===== config.mk =====
export PLATFORM = sky130hd
export DESIGN_NAME = rns_fir_engine_flat
export DESIGN_NICKNAME = d
export VERILOG_FILES = /design/src/rtl/rns_fir_pkg.sv /design/src/rtl/rns_fir_engine_if.sv /design/src/rtl/rns_mac_channel.sv /design/src/rtl/rns_fir_engine.sv /design/src/flat_wrapper.sv
export SDC_FILE = /design/constraint.sdc
export NUM_CORES = 2
export LEC_CHECK = 0
export ABC_AREA = 1
export CORE_UTILIZATION = 45
export CTS_BUF_LIST = sky130_fd_sc_hd__clkbuf_2
export DETAILED_ROUTE_END_ITERATION = 6
export PLACE_DENSITY = 0.62
export REMOVE_ABC_BUFFERS = 1
export SETUP_SLACK_MARGIN = 0.02
export SYNTH_ARGS = -nofsm -noshare
export SYNTH_HDL_FRONTEND = slang
export SYNTH_SLANG_ARGS = --single-unit

===== constraint.sdc =====
create_clock -name clk -period 41.1 [get_ports clk]
set_input_delay 10.275 -clock clk [delete_from_list [all_inputs] [get_ports clk]]
set_output_delay 10.275 -clock clk [all_outputs]
set_load 0.05 [all_outputs]

===== src/rtl/rns_fir_pkg.sv =====
// Shared types and constants for the RNS FIR engine: moduli, operation and
// state encodings, and the per-channel coefficient residue table.
package rns_fir_pkg;

   localparam int unsigned M0 = 233;
   localparam int unsigned M1 = 239;
   localparam int unsigned M2 = 241;
   localparam int unsigned M3 = 251;

   typedef logic [7:0] residue_t;

   typedef enum logic [1:0] {
      OP_IDLE    = 2'b00,
      OP_LOAD    = 2'b01,
      OP_COMPUTE = 2'b10,
      OP_READ    = 2'b11
   } op_t;

   typedef enum logic [1:0] {
      ST_IDLE,
      ST_LOAD,
      ST_COMPUTE,
      ST_DONE
   } state_t;

   // Modulus of residue channel ch (channel j occupies bits [8j+7:8j]).
   function automatic int unsigned modulus(input int unsigned ch);
      case (ch)
         0:       return M0;
         1:       return M1;
         2:       return M2;
         default: return M3;
      endcase
   endfunction

   // Residue of integer tap h[tap] = tap+1 in channel ch; valid for any tap count.
   function automatic residue_t coef_residue(input int unsigned ch, input int unsigned tap);
      return residue_t'((tap + 1) % modulus(ch));
   endfunction

endpackage


===== src/rtl/rns_fir_engine_if.sv =====
// Sequencer-facing bus of the RNS FIR engine: operation, address, sample in,
// result out and completion flag.
interface rns_fir_engine_if;
   logic [31:0] addr;
   logic [31:0] x_rns;
   logic [1:0]  operation;
   logic [31:0] y_rns;
   logic        done;

   modport master (output addr, x_rns, operation, input y_rns, done);
   modport slave  (input addr, x_rns, operation, output y_rns, done);
endinterface


===== src/rtl/rns_mac_channel.sv =====
// One modulus channel: reduced multiply-accumulate with clear. The reduced
// running sum including the current tap is exposed so the caller can capture
// the final value of a row on the same edge the accumulator is cleared.
module rns_mac_channel
   import rns_fir_pkg::*;
#(
   parameter int unsigned M = 233
) (
   input  logic     clk,
   input  logic     reset,
   input  logic     clear,
   input  logic     mac_en,
   input  logic     last,
   input  residue_t coef,
   input  residue_t x,
   output residue_t sum
);

   residue_t    acc;
   logic [15:0] prod;
   residue_t    prod_red;
   logic [8:0]  acc_sum;

   // Full 16-bit product, reduced, then added to acc and reduced again; both
   // operands are < M so the 9-bit sum never exceeds 2M-2.
   always_comb begin
      prod     = 16'(coef) * 16'(x);
      prod_red = residue_t'(prod % 16'(M));
      acc_sum  = {1'b0, acc} + {1'b0, prod_red};
      sum      = residue_t'(acc_sum % 9'(M));
   end

   // Accumulator: cleared on start and after the last tap of each output.
   always_ff @(posedge clk or negedge reset) begin
      // NOTE: sequential state uses non-blocking assignments so every register
      // samples pre-edge values regardless of block ordering.
      if (!reset) begin
         acc <= '0;
      end else if (clear) begin
         acc <= '0;
      end else if (mac_en) begin
         acc <= last ? '0 : sum;
      end
   end

endmodule


===== src/rtl/rns_fir_engine.sv =====
// RNS FIR responder: loads residue samples, runs y[k] = sum h[i]*x[k-i] one
// MAC per cycle in four modulus channels, then serves results by address.
module rns_fir_engine
   import rns_fir_pkg::*;
#(
   parameter int unsigned N            = 10,
   parameter int unsigned SIGNAL_COUNT = 10
) (
   input  logic            clk,
   input  logic            reset,
   rns_fir_engine_if.slave bus
);

   localparam int unsigned KW = (SIGNAL_COUNT > 1) ? $clog2(SIGNAL_COUNT) : 1;
   localparam int unsigned IW = (N > 1) ? $clog2(N) : 1;

   state_t        state;
   state_t        next_state;
   op_t           op;
   logic [31:0]   sample [SIGNAL_COUNT];
   logic [31:0]   result [SIGNAL_COUNT];
   logic [KW-1:0] k;
   logic [IW-1:0] i;
   logic [KW-1:0] addr_idx;
   logic [KW-1:0] k_minus_i;
   logic          addr_ok;
   logic          tap_last;
   logic          row_last;
   logic          sample_we;
   logic          start;
   logic          mac_en;
   logic          read_en;
   logic          done_d;
   logic [31:0]   x_sel;
   residue_t      ch_sum [4];
   logic [31:0]   sum_word;
   logic [31:0]   y_q;
   logic          done_q;

   assign op        = op_t'(bus.operation);
   assign addr_ok   = bus.addr < SIGNAL_COUNT;
   assign addr_idx  = bus.addr[KW-1:0];
   assign tap_last  = i == IW'(N - 1);
   assign row_last  = k == KW'(SIGNAL_COUNT - 1);
   assign k_minus_i = k - KW'(i);
   assign sum_word  = {ch_sum[3], ch_sum[2], ch_sum[1], ch_sum[0]};
   assign bus.y_rns = y_q;
   assign bus.done  = done_q;

   // State register.
   always_ff @(posedge clk or negedge reset) begin
      if (!reset) state <= ST_IDLE;
      else        state <= next_state;
   end

   // Next-state logic; operation is ignored while computing.
   always_comb begin
      // NOTE: default first so every path assigns next_state and no latch forms.
      next_state = state;
      case (state)
         ST_IDLE:    if (op == OP_LOAD)       next_state = ST_LOAD;
         ST_LOAD:    if (op == OP_COMPUTE)    next_state = ST_COMPUTE;
         ST_COMPUTE: if (tap_last && row_last) next_state = ST_DONE;
         ST_DONE:    if (op == OP_LOAD)       next_state = ST_LOAD;
         default:                             next_state = ST_IDLE;
      endcase
   end

   // Control decode; done is registered so it rises one edge after the last MAC.
   always_comb begin
      sample_we = (state != ST_COMPUTE) && (op == OP_LOAD) && addr_ok;
      start     = (state == ST_LOAD) && (op == OP_COMPUTE);
      mac_en    = (state == ST_COMPUTE);
      read_en   = (state == ST_DONE) && (op == OP_READ);
      done_d    = (state == ST_DONE) && (op != OP_LOAD);
   end

   // Output index k and tap index i; i wraps after each full row.
   always_ff @(posedge clk or negedge reset) begin
      if (!reset) begin
         k <= '0;
         i <= '0;
      end else if (start) begin
         k <= '0;
         i <= '0;
      end else if (mac_en) begin
         if (tap_last) begin
            i <= '0;
            k <= k + 1'b1;
         end else begin
            i <= i + 1'b1;
         end
      end
   end

   // Sample feeding the current tap; taps reaching before x[0] contribute zero.
   always_comb begin
      x_sel = '0;
      if (32'(i) <= 32'(k)) x_sel = sample[k_minus_i];
   end

   for (genvar j = 0; j < 4; j++) begin : g_ch
      residue_t coef_tab [N];
      for (genvar t = 0; t < N; t++) begin : g_tap
         assign coef_tab[t] = coef_residue(j, t);
      end

      rns_mac_channel #(.M(modulus(j))) u_mac (
         .clk    (clk),
         .reset  (reset),
         .clear  (start),
         .mac_en (mac_en),
         .last   (tap_last),
         .coef   (coef_tab[i]),
         .x      (x_sel[8*j +: 8]),
         .sum    (ch_sum[j])
      );
   end

   // Sample/result storage, read register and done flag.
   always_ff @(posedge clk or negedge reset) begin
      if (!reset) begin
         // NOTE: the buffers must read back as zero after reset, so they are
         // built from resettable flops rather than an inferred RAM.
         for (int n = 0; n < SIGNAL_COUNT; n++) begin
            sample[n] <= '0;
            result[n] <= '0;
         end
         y_q    <= '0;
         done_q <= 1'b0;
      end else begin
         if (sample_we)         sample[addr_idx] <= bus.x_rns;
         if (mac_en && tap_last) result[k]        <= sum_word;
         if (read_en)           y_q              <= addr_ok ? result[addr_idx] : '0;
         done_q <= done_d;
      end
   end

endmodule


===== src/flat_wrapper.sv =====
// flat-port wrapper written by rule: the top's interface ports become plain ports
module rns_fir_engine_flat import rns_fir_pkg::*;
#(
   parameter int unsigned N            = 10,
   parameter int unsigned SIGNAL_COUNT = 10
)
  (clk, reset, bus_addr, bus_x_rns, bus_operation, bus_y_rns, bus_done);
  rns_fir_engine_if bus_i ();
  input  logic clk;
  input  logic reset;
  input wire logic [$bits(bus_i.addr)-1:0] bus_addr;
  input wire logic [$bits(bus_i.x_rns)-1:0] bus_x_rns;
  input wire logic [$bits(bus_i.operation)-1:0] bus_operation;
  output wire logic [$bits(bus_i.y_rns)-1:0] bus_y_rns;
  output wire logic [$bits(bus_i.done)-1:0] bus_done;
  assign bus_i.addr = bus_addr;
  assign bus_i.x_rns = bus_x_rns;
  assign bus_i.operation = bus_operation;
  assign bus_y_rns = bus_i.y_rns;
  assign bus_done = bus_i.done;
  rns_fir_engine #(.N(N), .SIGNAL_COUNT(SIGNAL_COUNT)) u_core (.clk(clk), .reset(reset), .bus(bus_i));
endmodule

==> impl_metrics.ini <==
[detailed_routing]
first_pass_iters = 5
detail-route-antenna-nets = 0
drc = 0
wl_per_cell_microns = 16.2
drt_wl_total_microns = 121000
drtIter0Drc = 3046
vias_per_cell = 5.32
route.vias.total = 39500

[yosys]
async_reset_ff_share_pct = 100
syn_avg_cell_area_sq_um = 7.60
synth_edf_count = 0
seq_area_frac_synth_pct = 39.7
netlist_instances = 5933
synth_ff_type = dfrtp_1
synthSimpleGateAreaFrac_pct = 24.1
synth-compound-area-share_pct = 16.8
synth-xor-area-share_pct = 2.70
synth_top_area_cell = dfrtp_1
syn_area_sq_um = 45100
synth_adder_area_share_pct = 8.32
synth_common_cells = nand2_1, o21ai_0, dfrtp_1, inv_1, nor2_1
synth_top_family_by_area = simple AND/OR/NAND/NOR gates
ys_ff_latch = 715
yosys_warnings = 0
synth_cell_types = 62
synth_top_area_share_pct = 39.7
yosys.cell_count.top_type = nand2_1
synthMuxAreaShare_pct = 0.710
synthTopCellsByArea = dfrtp_1, nand2_1, o21ai_0, ha_1, inv_1

[setup_path]
crit_fanout = 73
slowest_stage = buf_4
worst-path-stages = 79
regToRegSetupSlack_ns = 25.17
arrival_ns = 17.20
max_stage_delay_ns = 0.75
cp_data_required_time_ns = 42.37
path_buf_inv = 14
crit_top_cell = nand2_1
end_kind = register
crit_type = register to register
rr_worst_depth = 79
path_delay_family = simple AND/OR/NAND/NOR gates
crit_path_start_kind = register

[floorplanning]
coreArea_sq_um = 98900
num_io_pins = 101
die-height_microns = 319
start_util_pct = 45.6
row_count = 115
fp.dieW_microns = 319
die_area_sq_um = 101000

[cells_and_area]
drive_gt1_share_pct = 9.64
area_delta_synth_final_pct = 8.58
final_nets = 6337
fill_cells = 9919

[sta]
setup_viol = 0
fin_crit_ns = 15.93
period_share_pct = 38.8
hold_slack_ns = 0.487
tns_ns = 0
rsz0062_at_grt = false
skew_ns = 0.118
hold_violations = 0
tightest_slew_ns = 1.13
relSlewSlack_pct = 24.0
slew_viol_final = 0
clock.fmax_mhz = 62.8

[clock_tree]
clkLatencyLatePin_ns = 1.49
clock_sinks = 715
path_clk_slew_ns = 0.10
cts_buffers = 187
cts-root-buf = clkbuf_2
cts_buffer_depth = 3
cts_tree = built
hold_buffers = 0
htreeDepth = 4
cts_resized = 0
post_cts_buffers = 0

[grt]
first_global_vias = 38600
grt_pass1_wl_microns = 199000
grt_max_degree = 122
antenna_found_initial = 2
grtUsageTotal_pct = 24.0
grt.overflow.total = 0

[placement]
port_buffers = 100
hpwlAfterDp_microns = 76100
gp_congestion = 0.841

[run_status]
run_status = finished, final reports clean

[run]
maxCapViolations = 0

[worst_hold_path]
hold_depth = 2
hold_class = register to register
[through the flow]
| step | utilization [%] | setup slack, ns | std cells | instance area (sq um) |
|---|---|---|---|---|
| after global placement | 47.8 | 25.39 | 7099 | 47200 |
| after detailed placement | 47.8 | 25.18 | 7099 | 47200 |
| after global routing | 49.5 | 23.42 | 7422 | 49000 |
| after CTS | 49.5 | 25.13 | 7418 | 49000 |
| final | 49.5 | 25.17 | 7422 | 49000 |
| after floorplan | - | 23.11 | 5650 | 44000 |
[flip-flops by register name, indices dropped and copies added, names as in the netlist]
name,cells
u_core.g_ch.u_mac.acc,32
u_core.bus.y_rns,32
u_core.bus.done,1
u_core.i,4
u_core.result,320
u_core.k,4
u_core.state,2
u_core.sample,320
[metal layers]
metal  wire length (microns)  share of wire [%]  vias up  global-route usage, %
met2                   55400                 46      969                   39.4
met5                       0                  0        -                      0
met3                    6570                5.4      160                   4.11
met1                   56300                 47    18600                   32.4
met4                    2280                1.9        0                   7.13
li1                        -                  -    19700                      -
[cell families (layout without fill, tap and decap cells)]
| family | count (synthesis) | count (layout) |
|---|---|---|
| xor+xnor | 131 | 131 |
| fa+ha+maj | 268 | 268 |
| other cells | 0 | 4 |
| compound gates | 1331 | 1331 |
| simple gates | 2536 | 2536 |
| buf+inv | 920 | 1118 |
| flops | 715 | 715 |
| mux | 32 | 32 |
[cells in the final DEF (no fill, tap or decap), drive strengths merged, types with 53 or more instances in the layout]
master	count
o22ai	119
o21ai	867
clkdlybuf4s50	98
clkinv	57
nand2	1784
inv	633
ha	215
a21oi	142
buf	64
fa	53
nand3	295
nand4	61
xor2	100
clkbuf	259
nor2	335
dfrtp	715
[area by class of cell]
type,instances,area [sq um],area share [%]
timing repair buffer,162,1480,3.02
clock inverter,60,425,0.869
inverter,637,2390,4.89
sequential,715,17900,36.5
antenna,4,10.0,0.0204
clock buffer,259,1300,2.65
multi-input combinational,4298,23900,48.7
tap,1287,1610,3.29
[path summary, 6_finish.rpt]
path / start / end
max: u_core.k[0]$_DFFE_PN0P_ / u_core.result[79]$_DFFE_PN0P_
min: u_core.result[182]$_DFFE_PN0P_ / u_core.result[182]$_DFFE_PN0P_
max reg2reg: u_core.k[0]$_DFFE_PN0P_ / u_core.result[79]$_DFFE_PN0P_
min reg2reg: u_core.result[182]$_DFFE_PN0P_ / u_core.result[182]$_DFFE_PN0P_
max in group asynchronous: reset / u_core.result[144]$_DFFE_PN0P_
min in group asynchronous: reset / u_core.sample[64]$_DFFE_PN0P_
[worst reg2reg max path: cells and delay by family, from the launching register on]
kind | cells | cell delay, ns
XOR/XNOR | 4 | 1.33
buffers and inverters | 14 | 2.56
AO/OA/AOI/OAI | 11 | 2.49
adder cells (fa/ha/maj) | 11 | 3.71
AND/OR/NAND/NOR | 39 | 5.26
flip-flops | 1 | 0.42
Power is not shown: default switching activity piles up to over one toggle a cycle in this logic, so the estimate is an artifact.
